[config.mk]
export PLATFORM = sky130hd
export DESIGN_NAME = i2s_audio_tx
export DESIGN_NICKNAME = d
export VERILOG_FILES = /design/src/rtl/i2s_audio_tx.sv
export SDC_FILE = /design/constraint.sdc
export NUM_CORES = 1
export LEC_CHECK = 0
export CAP_MARGIN = 10
export CORE_MARGIN = 2
export CORE_UTILIZATION = 40
export DETAILED_ROUTE_END_ITERATION = 16
export GPL_TIMING_DRIVEN = 0
export PLACE_DENSITY = 0.57
export REMOVE_ABC_BUFFERS = 1
export SETUP_SLACK_MARGIN = 0.2
export SLEW_MARGIN = 40
export SYNTH_ARGS = -nofsm -noshare
export SYNTH_HDL_FRONTEND = slang
export SYNTH_SLANG_ARGS = --single-unit
export TNS_END_PERCENT = 20
[constraint.sdc]
create_clock -name clk -period 5.7 [get_ports clk]
set_clock_uncertainty 0.1 [all_clocks]
set_input_delay 1.14 -clock clk [delete_from_list [all_inputs] [get_ports clk]]
set_output_delay 1.14 -clock clk [all_outputs]
set_load 0.1 [all_outputs]
[src/rtl/i2s_audio_tx.sv]
// I2S stereo transmitter: fractional MCLK generator, SCLK/LRCK derived from MCLK events,
// one-frame holding register with valid/ready intake, and a 2*SLOT_BITS frame shifter.
module i2s_audio_tx #(
  parameter int CLK_HZ        = 74250000,
  parameter int FS_HZ         = 48000,
  parameter int MCLK_RATIO    = 256,
  parameter int SLOT_BITS     = 32,
  parameter int SAMPLE_WIDTH  = 16,
  parameter int UNDERFLOW_REP = 0
) (
  input  logic                    clk,
  input  logic                    reset_n,
  input  logic [SAMPLE_WIDTH-1:0] sample_l,
  input  logic [SAMPLE_WIDTH-1:0] sample_r,
  input  logic                    sample_valid,
  output logic                    sample_ready,
  input  logic                    mute,
  output logic                    audio_mclk,
  output logic                    audio_sclk,
  output logic                    audio_lrck,
  output logic                    audio_dac,
  output logic                    frame_start,
  output logic [15:0]             underflow_cnt
);

  localparam longint CLK_L      = longint'(CLK_HZ);
  localparam longint INC_L      = 2 * longint'(MCLK_RATIO) * longint'(FS_HZ);
  localparam int     ACC_W      = $clog2(2 * CLK_L) + 1;
  localparam int     DIV        = MCLK_RATIO / (2 * SLOT_BITS);
  localparam int     HALF_DIV   = (DIV >= 2) ? (DIV / 2) : 1;
  localparam int     DCW        = (HALF_DIV > 1) ? $clog2(HALF_DIV) : 1;
  localparam int     FRAME_BITS = 2 * SLOT_BITS;
  localparam int     PW         = $clog2(FRAME_BITS);

  localparam logic [ACC_W-1:0] INC      = ACC_W'(INC_L);
  localparam logic [ACC_W-1:0] CLK_ACC  = ACC_W'(CLK_L);
  localparam logic [DCW-1:0]   DIV_LAST = DCW'(HALF_DIV - 1);
  localparam logic [PW-1:0]    P_LAST   = PW'(FRAME_BITS - 1);
  localparam logic [PW-1:0]    LR_START = PW'(SLOT_BITS - 1);
  localparam logic [PW-1:0]    LR_END   = PW'(FRAME_BITS - 2);

  if ((DIV < 2) || ((DIV % 2) != 0)) begin : g_bad_div
    $error("i2s_audio_tx: MCLK_RATIO/(2*SLOT_BITS) must be an even number >= 2");
  end
  if (SAMPLE_WIDTH > SLOT_BITS) begin : g_bad_width
    $error("i2s_audio_tx: SAMPLE_WIDTH must not exceed SLOT_BITS");
  end
  if (INC_L >= CLK_L) begin : g_bad_rate
    $error("i2s_audio_tx: 2*MCLK_RATIO*FS_HZ must be below CLK_HZ");
  end

  logic [ACC_W-1:0]        acc_q, acc_d;
  logic                    mclk_q, mclk_d;
  logic [DCW-1:0]          div_cnt_q, div_cnt_d;
  logic                    sclk_q, sclk_d;
  logic [PW-1:0]           pos_q, pos_d;
  logic                    lrck_q, lrck_d;
  logic                    dac_q, dac_d;
  logic                    frame_start_q, frame_start_d;
  logic [FRAME_BITS-1:0]   shift_q, shift_d;
  logic [SAMPLE_WIDTH-1:0] hold_l_q, hold_l_d, hold_r_q, hold_r_d;
  logic                    hold_full_q, hold_full_d;
  logic [SAMPLE_WIDTH-1:0] last_l_q, last_l_d, last_r_q, last_r_d;
  logic [15:0]             ufl_q, ufl_d;

  logic [ACC_W-1:0]        acc_sum;
  logic                    mclk_tick, mclk_rise, sclk_tick, bit_event, frame_load, transfer;
  logic [FRAME_BITS-1:0]   next_frame;
  logic [SAMPLE_WIDTH-1:0] load_l, load_r;

  always_comb begin
    acc_d         = acc_q;
    mclk_d        = mclk_q;
    div_cnt_d     = div_cnt_q;
    sclk_d        = sclk_q;
    pos_d         = pos_q;
    lrck_d        = lrck_q;
    dac_d         = dac_q;
    frame_start_d = 1'b0;
    shift_d       = shift_q;
    hold_l_d      = hold_l_q;
    hold_r_d      = hold_r_q;
    hold_full_d   = hold_full_q;
    last_l_d      = last_l_q;
    last_r_d      = last_r_q;
    ufl_d         = ufl_q;
    sclk_tick     = 1'b0;
    next_frame    = '0;
    load_l        = '0;
    load_r        = '0;

    // Fractional accumulator: one MCLK toggle each time the sum crosses CLK_HZ.
    acc_sum   = acc_q + INC;
    mclk_tick = (acc_sum >= CLK_ACC);
    acc_d     = mclk_tick ? (acc_sum - CLK_ACC) : acc_sum;
    mclk_d    = mclk_q ^ mclk_tick;
    mclk_rise = mclk_tick & ~mclk_q;

    if (mclk_rise) begin
      if (div_cnt_q == DIV_LAST) begin
        div_cnt_d = '0;
        sclk_tick = 1'b1;
      end else begin
        div_cnt_d = div_cnt_q + DCW'(1);
      end
    end
    sclk_d     = sclk_q ^ sclk_tick;
    bit_event  = sclk_tick & sclk_q;
    frame_load = bit_event & (pos_q == P_LAST);
    transfer   = sample_valid & ~hold_full_q;

    if (bit_event) begin
      pos_d  = frame_load ? '0 : (pos_q + PW'(1));
      lrck_d = (pos_d >= LR_START) && (pos_d <= LR_END);
    end

    // An empty holding register at load time is an underflow; pick the fill frame.
    if (hold_full_q) begin
      load_l = hold_l_q;
      load_r = hold_r_q;
    end else if (UNDERFLOW_REP != 0) begin
      load_l = last_l_q;
      load_r = last_r_q;
    end
    next_frame[FRAME_BITS-1 -: SAMPLE_WIDTH] = load_l;
    next_frame[SLOT_BITS-1 -: SAMPLE_WIDTH]  = load_r;

    if (frame_load) begin
      frame_start_d = 1'b1;
      shift_d       = {next_frame[FRAME_BITS-2:0], 1'b0};
      dac_d         = ~mute & next_frame[FRAME_BITS-1];
      if (hold_full_q) begin
        hold_full_d = 1'b0;
        last_l_d    = hold_l_q;
        last_r_d    = hold_r_q;
      end else if (ufl_q != 16'hFFFF) begin
        ufl_d = ufl_q + 16'd1;
      end
    end else if (bit_event) begin
      shift_d = {shift_q[FRAME_BITS-2:0], 1'b0};
      dac_d   = ~mute & shift_q[FRAME_BITS-1];
    end

    // Transfer only ever happens into an empty register, so it always refills for the next frame.
    if (transfer) begin
      hold_l_d    = sample_l;
      hold_r_d    = sample_r;
      hold_full_d = 1'b1;
    end
  end

  always_ff @(posedge clk or negedge reset_n) begin
    if (!reset_n) begin
      acc_q         <= '0;
      mclk_q        <= 1'b0;
      div_cnt_q     <= '0;
      sclk_q        <= 1'b0;
      pos_q         <= '0;
      lrck_q        <= 1'b0;
      dac_q         <= 1'b0;
      frame_start_q <= 1'b0;
      shift_q       <= '0;
      hold_l_q      <= '0;
      hold_r_q      <= '0;
      hold_full_q   <= 1'b0;
      last_l_q      <= '0;
      last_r_q      <= '0;
      ufl_q         <= '0;
    end else begin
      acc_q         <= acc_d;
      mclk_q        <= mclk_d;
      div_cnt_q     <= div_cnt_d;
      sclk_q        <= sclk_d;
      pos_q         <= pos_d;
      lrck_q        <= lrck_d;
      dac_q         <= dac_d;
      frame_start_q <= frame_start_d;
      shift_q       <= shift_d;
      hold_l_q      <= hold_l_d;
      hold_r_q      <= hold_r_d;
      hold_full_q   <= hold_full_d;
      last_l_q      <= last_l_d;
      last_r_q      <= last_r_d;
      ufl_q         <= ufl_d;
    end
  end

  assign sample_ready  = ~hold_full_q;
  assign audio_mclk    = mclk_q;
  assign audio_sclk    = sclk_q;
  assign audio_lrck    = lrck_q;
  assign audio_dac     = dac_q;
  assign frame_start   = frame_start_q;
  assign underflow_cnt = ufl_q;

endmodule

Word level (Yosys, flattened, before mapping):

Cells that the tools add are included.

* register bits after elaboration: 154
* bits of input ports: 36

* $add $sub $neg: 5
* magnitude comparators: 3
* equality and inequality tests: 2
* muxes and demuxes: 14
* bitwise logic cells: 11
* reductions and logical operators: 4

Operator list (number)
* 64-bit two-way mux: 2
* 16-bit two-way mux: 2
* 29-bit by 25-bit adder with 29-bit output (second input constant): 1
* 29-bit by 27-bit greater-or-equal comparator with 1-bit output (second input constant): 1
* 29-bit two-way mux: 1
* 29-bit by 27-bit subtractor with 29-bit output (second input constant): 1
* 16-bit by 1-bit adder with 16-bit output (second input constant): 1
* 16-bit inequality test (second input constant): 1
* 1-bit two-way mux: 8
* 6-bit by 1-bit adder with 6-bit output (second input constant): 1
* 1-bit bitwise AND: 6
* 6-bit equality test (second input constant): 1
* 6-bit by 5-bit greater-or-equal comparator with 1-bit output (second input constant): 1
* 6-bit less-or-equal comparator (second input constant): 1
* 6-bit two-way mux: 1
* 2-bit nonzero test: 2
* 1-bit NOT: 3
* 3-bit AND reduction: 1
* 1-bit XOR: 2
* 1-bit adder (second input constant): 1
* 1-bit logical AND: 1

Depth between registers and ports, before layout:

* depth after elaboration: 9
* depth in mapped cells: 22
* mapped depth without buffers: 18

Worst setup path before layout:

OpenSTA, ideal clock, no wires.

* path type: reg-to-reg
* from: register acc_q[16]
* to: register ufl_q[13] (netlist: underflow_cnt[13])
* setup time: 159 ps
* arrival: 4364 ps
* setup slack: 1077 ps
* cell stages (with the launch flop): 23
* buffers on the path: 4
* period minus slack after synthesis: 4623 ps
* path through: dfrtp_1 clkbuf_1 inv_1 ha_1 nand2b_1 a211oi_1 xor2_1 nand2_1 o31ai_2 nor3_4 inv_2 buf_2 ha_1 and2_1 ha_1 clkbuf_1 nand2_1 nor3_1 and3_1 and2_0 clkbuf_1 nand3_1 xnor2_1

* word-level cells in the longest chain between the ends: 7

Ends and longest elaborated chain
* start: declaration: line 52 `logic [ACC_W-1:0] acc_q, acc_d;`
* start signal: assignment: line 154 `acc_q <= '0;`
* start signal: assignment: line 170 `acc_q <= acc_d;`
* 29-bit by 25-bit adder with 29-bit output: line 93 `acc_sum = acc_q + INC;`
* 29-bit by 27-bit greater-or-equal comparator with 1-bit output: line 94 `mclk_tick = (acc_sum >= CLK_ACC);`
* 1-bit bitwise AND: line 97 `mclk_rise = mclk_tick & ~mclk_q;`
* 1-bit two-way mux: line 99 `if (mclk_rise) begin`
* 1-bit bitwise AND: line 108 `bit_event = sclk_tick & sclk_q;`
* via bit_event: line 67 `logic mclk_tick, mclk_rise, sclk_tick, bit_event, frame_load, transfer;`
* 1-bit bitwise AND: line 109 `frame_load = bit_event & (pos_q == P_LAST);`
* 3-bit AND reduction (no line)
* end signal: assignment: line 184 `ufl_q <= ufl_d;`
* end: declaration: line 64 `logic [15:0] ufl_q, ufl_d;`

The timed path passes the listed nets, and every way through them passes these cells.
A chain may end at the register's enable or synchronous reset.

Worst setup path in the final report:

Same ends and word-level chain as after synthesis.

==> flow_summary.ini <==
[worst_hold_path]
hold_depth = 1
startpoint_of_the_tightest_hold_check_path = div_cnt_q
hold_path_class = flop to flop
hold-path-endpoint = div_cnt_q

[pwr]
p_per_area_mw_per_mm2 = 308
share_seq_of_total_power_pct = 46.2
total_switching_power_mw = 0.500
power_switching_share_pct = 21.3
peakVddDrop_mv = 0.222
cellInternalPower_mw = 1.85
clkPwrFrac_pct = 47.4
total_leakage_power_nw = 3.27
comb_power_share_pct = 6.4

[worst_setup_path]
timing.setup.critical_path_class = flop to flop
cp_slowest_stage_delay_ps = 500
worst_r2r_path_depth = 18
crit_path_end_kind = flop
rr_startpoint = acc_q[16]
crit_path_max_fanout = 27
worst-path-buf-inv = 2
worstPathCellList = inv_1 -> ha_1 -> nand2b_1 -> a211oi_1 -> xor2_1 -> nand2_1 -> o31ai_2 -> nor3_4 -> clkinv_2 -> ha_1 -> and2_1 -> ha_4 -> nand2_1 -> nor3_4 -> and3_1 -> and2_0 -> nand3_1 -> xnor2_1
crit_path_start_kind = flop
register_to_register_path_setup_slack_ps = 660
cp.arrival_ps = 5230
cp_top_family = simple AND/OR/NAND/NOR gates
slowest_stage = sky130_fd_sc_hd__dfrtp_1
worst_ep_required_time_ps = 5900
reg2reg_to = underflow_cnt[13]

[synthesis]
synth.cell_area_mm2 = 0.00625
syn_avg_cell_area_um2 = 10.1
synth-seq-cells = 133
synthesis.yosys.warnings = 0
ys_seq_area_share_pct = 53.3
synth_cell_types = 49
yosys_most_used_dff = sky130_fd_sc_hd__dfrtp_1
synth_largest_type_area_fraction_pct = 53.3
edff_count_synth = 0
synthCells = 618
synth_area_leader = sky130_fd_sc_hd__dfrtp_1
synthTopCellsByArea = sky130_fd_sc_hd__dfrtp_1 53%, sky130_fd_sc_hd__mux2_2 6.3%, sky130_fd_sc_hd__xnor2_1 5.7%
asyncSetResetFlopFracSynth_pct = 100

[drt]
detailroute.via_count = 4543
remaining_drc_errors = 0
drt_iter0_drcs = 262
via_per_inst = 5.12
drt-pass1-iter-count = 5
wl_per_cell_um = 14.3
finalWirelength_um = 12700
ant_nets = 0

[final_layout]
final_layout_size_suffix_gt1_share_pct = 16.1
layout.filler_cells = 1376
area_growth_syn_to_layout_pct = 22.2
finish.instance_area_mm2 = 0.00763
nets = 711
antenna_cells_inserted = 0
commonest_cells_after_routing_fill_and_taps_aside = 132 x sky130_fd_sc_hd__dfrtp_1, 66 x sky130_fd_sc_hd__nand2_1, 63 x sky130_fd_sc_hd__nand3_1
multiInputGateArea_mm2 = 0.00269
most_common_library_cell_in_the_layout_ignoring_fill_and_taps = sky130_fd_sc_hd__dfrtp_1
area_of_all_sequential_standard_cells_mm2 = 0.00333

[grt]
grt_start_max_net_pins = 62
first_global_vias = 4405
remaining_overflow_grt = 0
grt_first_pass_wirelength_um = 20900
grtUsageTotal_pct = 16.0
grt_antenna_before_repair = 0

[placement]
gp_congestion = 0.791
total_of_buffers_placed_on_input_and_output_ports = 57
placedInstanceArea_mm2 = 0.00701
detailed_place_hpwl_um = 8140

[die]
core-area_mm2 = 0.0153
rows = 45
floorplan.die.width_um = 129
ioPinCount = 58
die_h_um = 129
floorplan.die_area_mm2 = 0.0166
initial_utilization_pct = 40.9

[sta]
timing.final.max_slew_violations = 0
tightest_slew_ps = 786
rsz0062_at_grt = no
layout_worst_path_cycle_share_pct = 88.3
timing.hold.ws_ps = 363
hold_violations = 0
min_period_ps = 5040
fmax_ghz = 0.199
setup_failing_eps_final = 0
maxSlewHeadroom_pct = 47.6

[cts]
clk_pin_slew_ps = 50
clock-sinks = 133
cts.root.buffer_cell = sky130_fd_sc_hd__clkbuf_16
clock_tree_from_tritoncts = yes
cts_buffer_depth = 2
clk-insertion-delay-late_ps = 420
h-tree-depth = 4
cts-buffers-inserted = 17

[job]
max_capacitance_violation_count = 0

[status]
outcome = complete, no violations
[layer usage]
layer  vias to the layer above  global-route usage, %  share of wire [%]
met5                         -                      0                  0
met4                         0                   6.46               0.83
met3                         9                   4.78                3.5
met2                        76                   25.4                 50
met1                      2254                   20.7                 46
li1                       2204                      -                  -
[cell type report]
cell class	instances	share of cell area (%)
Clock buffer	24	6.31
Clock inverter	7	1.57
Inverter	33	1.64
Multi-Input combinational cell	414	35.3
Sequential cell	133	43.6
Tap cell	211	3.46
Timing Repair Buffer	65	8.13
[per-stage QoR]
stage	utilization, %	setup TNS [ps]	worst slack (ps)	power (mW)	cells
CTS	49.9	0	359	2.39	886
detailed placement	45.9	0	172	1.26	855
finish	50.0	0	664	2.35	887
floorplan	-	-3660	-502	1.17	580
global route	50.0	0	220	2.45	887
global placement	45.4	-313320	-2020	1.24	848
[power by group through the flow]
stage                     sequential (mW)  clock (mW)  combinational, mW
final                                1.09        1.11              0.151
after global routing                 1.10        1.18              0.167
after CTS                            1.09        1.14              0.156
after detailed placement             1.10           0              0.155
after global placement               1.10           0              0.142
after floorplan                      1.08           0             0.0899
[kinds of logic (layout without fill, tap and decap cells)]
kind of cell / count (synthesis) / in the layout / synth area share (%)
simple gates: 222 / 222 / 16.8
flops: 133 / 133 / 53.3
compound gates: 93 / 93 / 9.50
buf+inv: 71 / 129 / 4.41
xor+xnor: 52 / 52 / 7.29
mux: 36 / 36 / 6.47
fa+ha+maj: 11 / 11 / 2.20
[worst max path at each step]
stage,end,slack [ps],from,depth (start not counted)
6_report,underflow_cnt[13],660,acc_q[16],18
2_1_floorplan,underflow_cnt[13],-500,acc_q[16],18
3_5_place_dp,underflow_cnt[15],170,acc_q[16],18
4_1_cts,underflow_cnt[15],360,acc_q[16],18
5_1_grt,underflow_cnt[13],220,acc_q[16],18
3_3_place_gp,underflow_cnt[15],-2020,acc_q[16],18
[sequential cells by signal (all words and copies together), names as in the netlist]
name           flops
hold_l_q          16
hold_full_q        1
audio_lrck         1
audio_sclk         1
frame_start        1
acc_q             25
shift_q           47
hold_r_q          16
pos_q              6
audio_dac          1
audio_mclk         1
div_cnt_q          1
underflow_cnt     16
[what timing repair did]
action	in CTS	in global routing
setup buffers	0	1
resized for setup	1	2
endpoints found under the setup margin	4	5
hold buffers	0	0
[cell usage after synthesis (all sizes together), types with 3 or more instances]
| master | number |
|---|---|
| buf | 3 |
| xor2 | 11 |
| nor3 | 7 |
| o21ai | 28 |
| xnor2 | 41 |
| o31ai | 3 |
| nor2b | 4 |
| a31oi | 31 |
| a21o | 4 |
| nor2 | 44 |
| inv | 33 |
| dfrtp | 133 |
| and3 | 12 |
| clkbuf | 35 |
| nand4 | 9 |
| and2 | 3 |
| a21boi | 3 |
| nand2 | 66 |
| nand2b | 4 |
| a21oi | 11 |
| ha | 11 |
| mux2 | 35 |
| nand3 | 64 |
| or4 | 3 |
No activity file was read; power rests on OpenSTA's default activity.
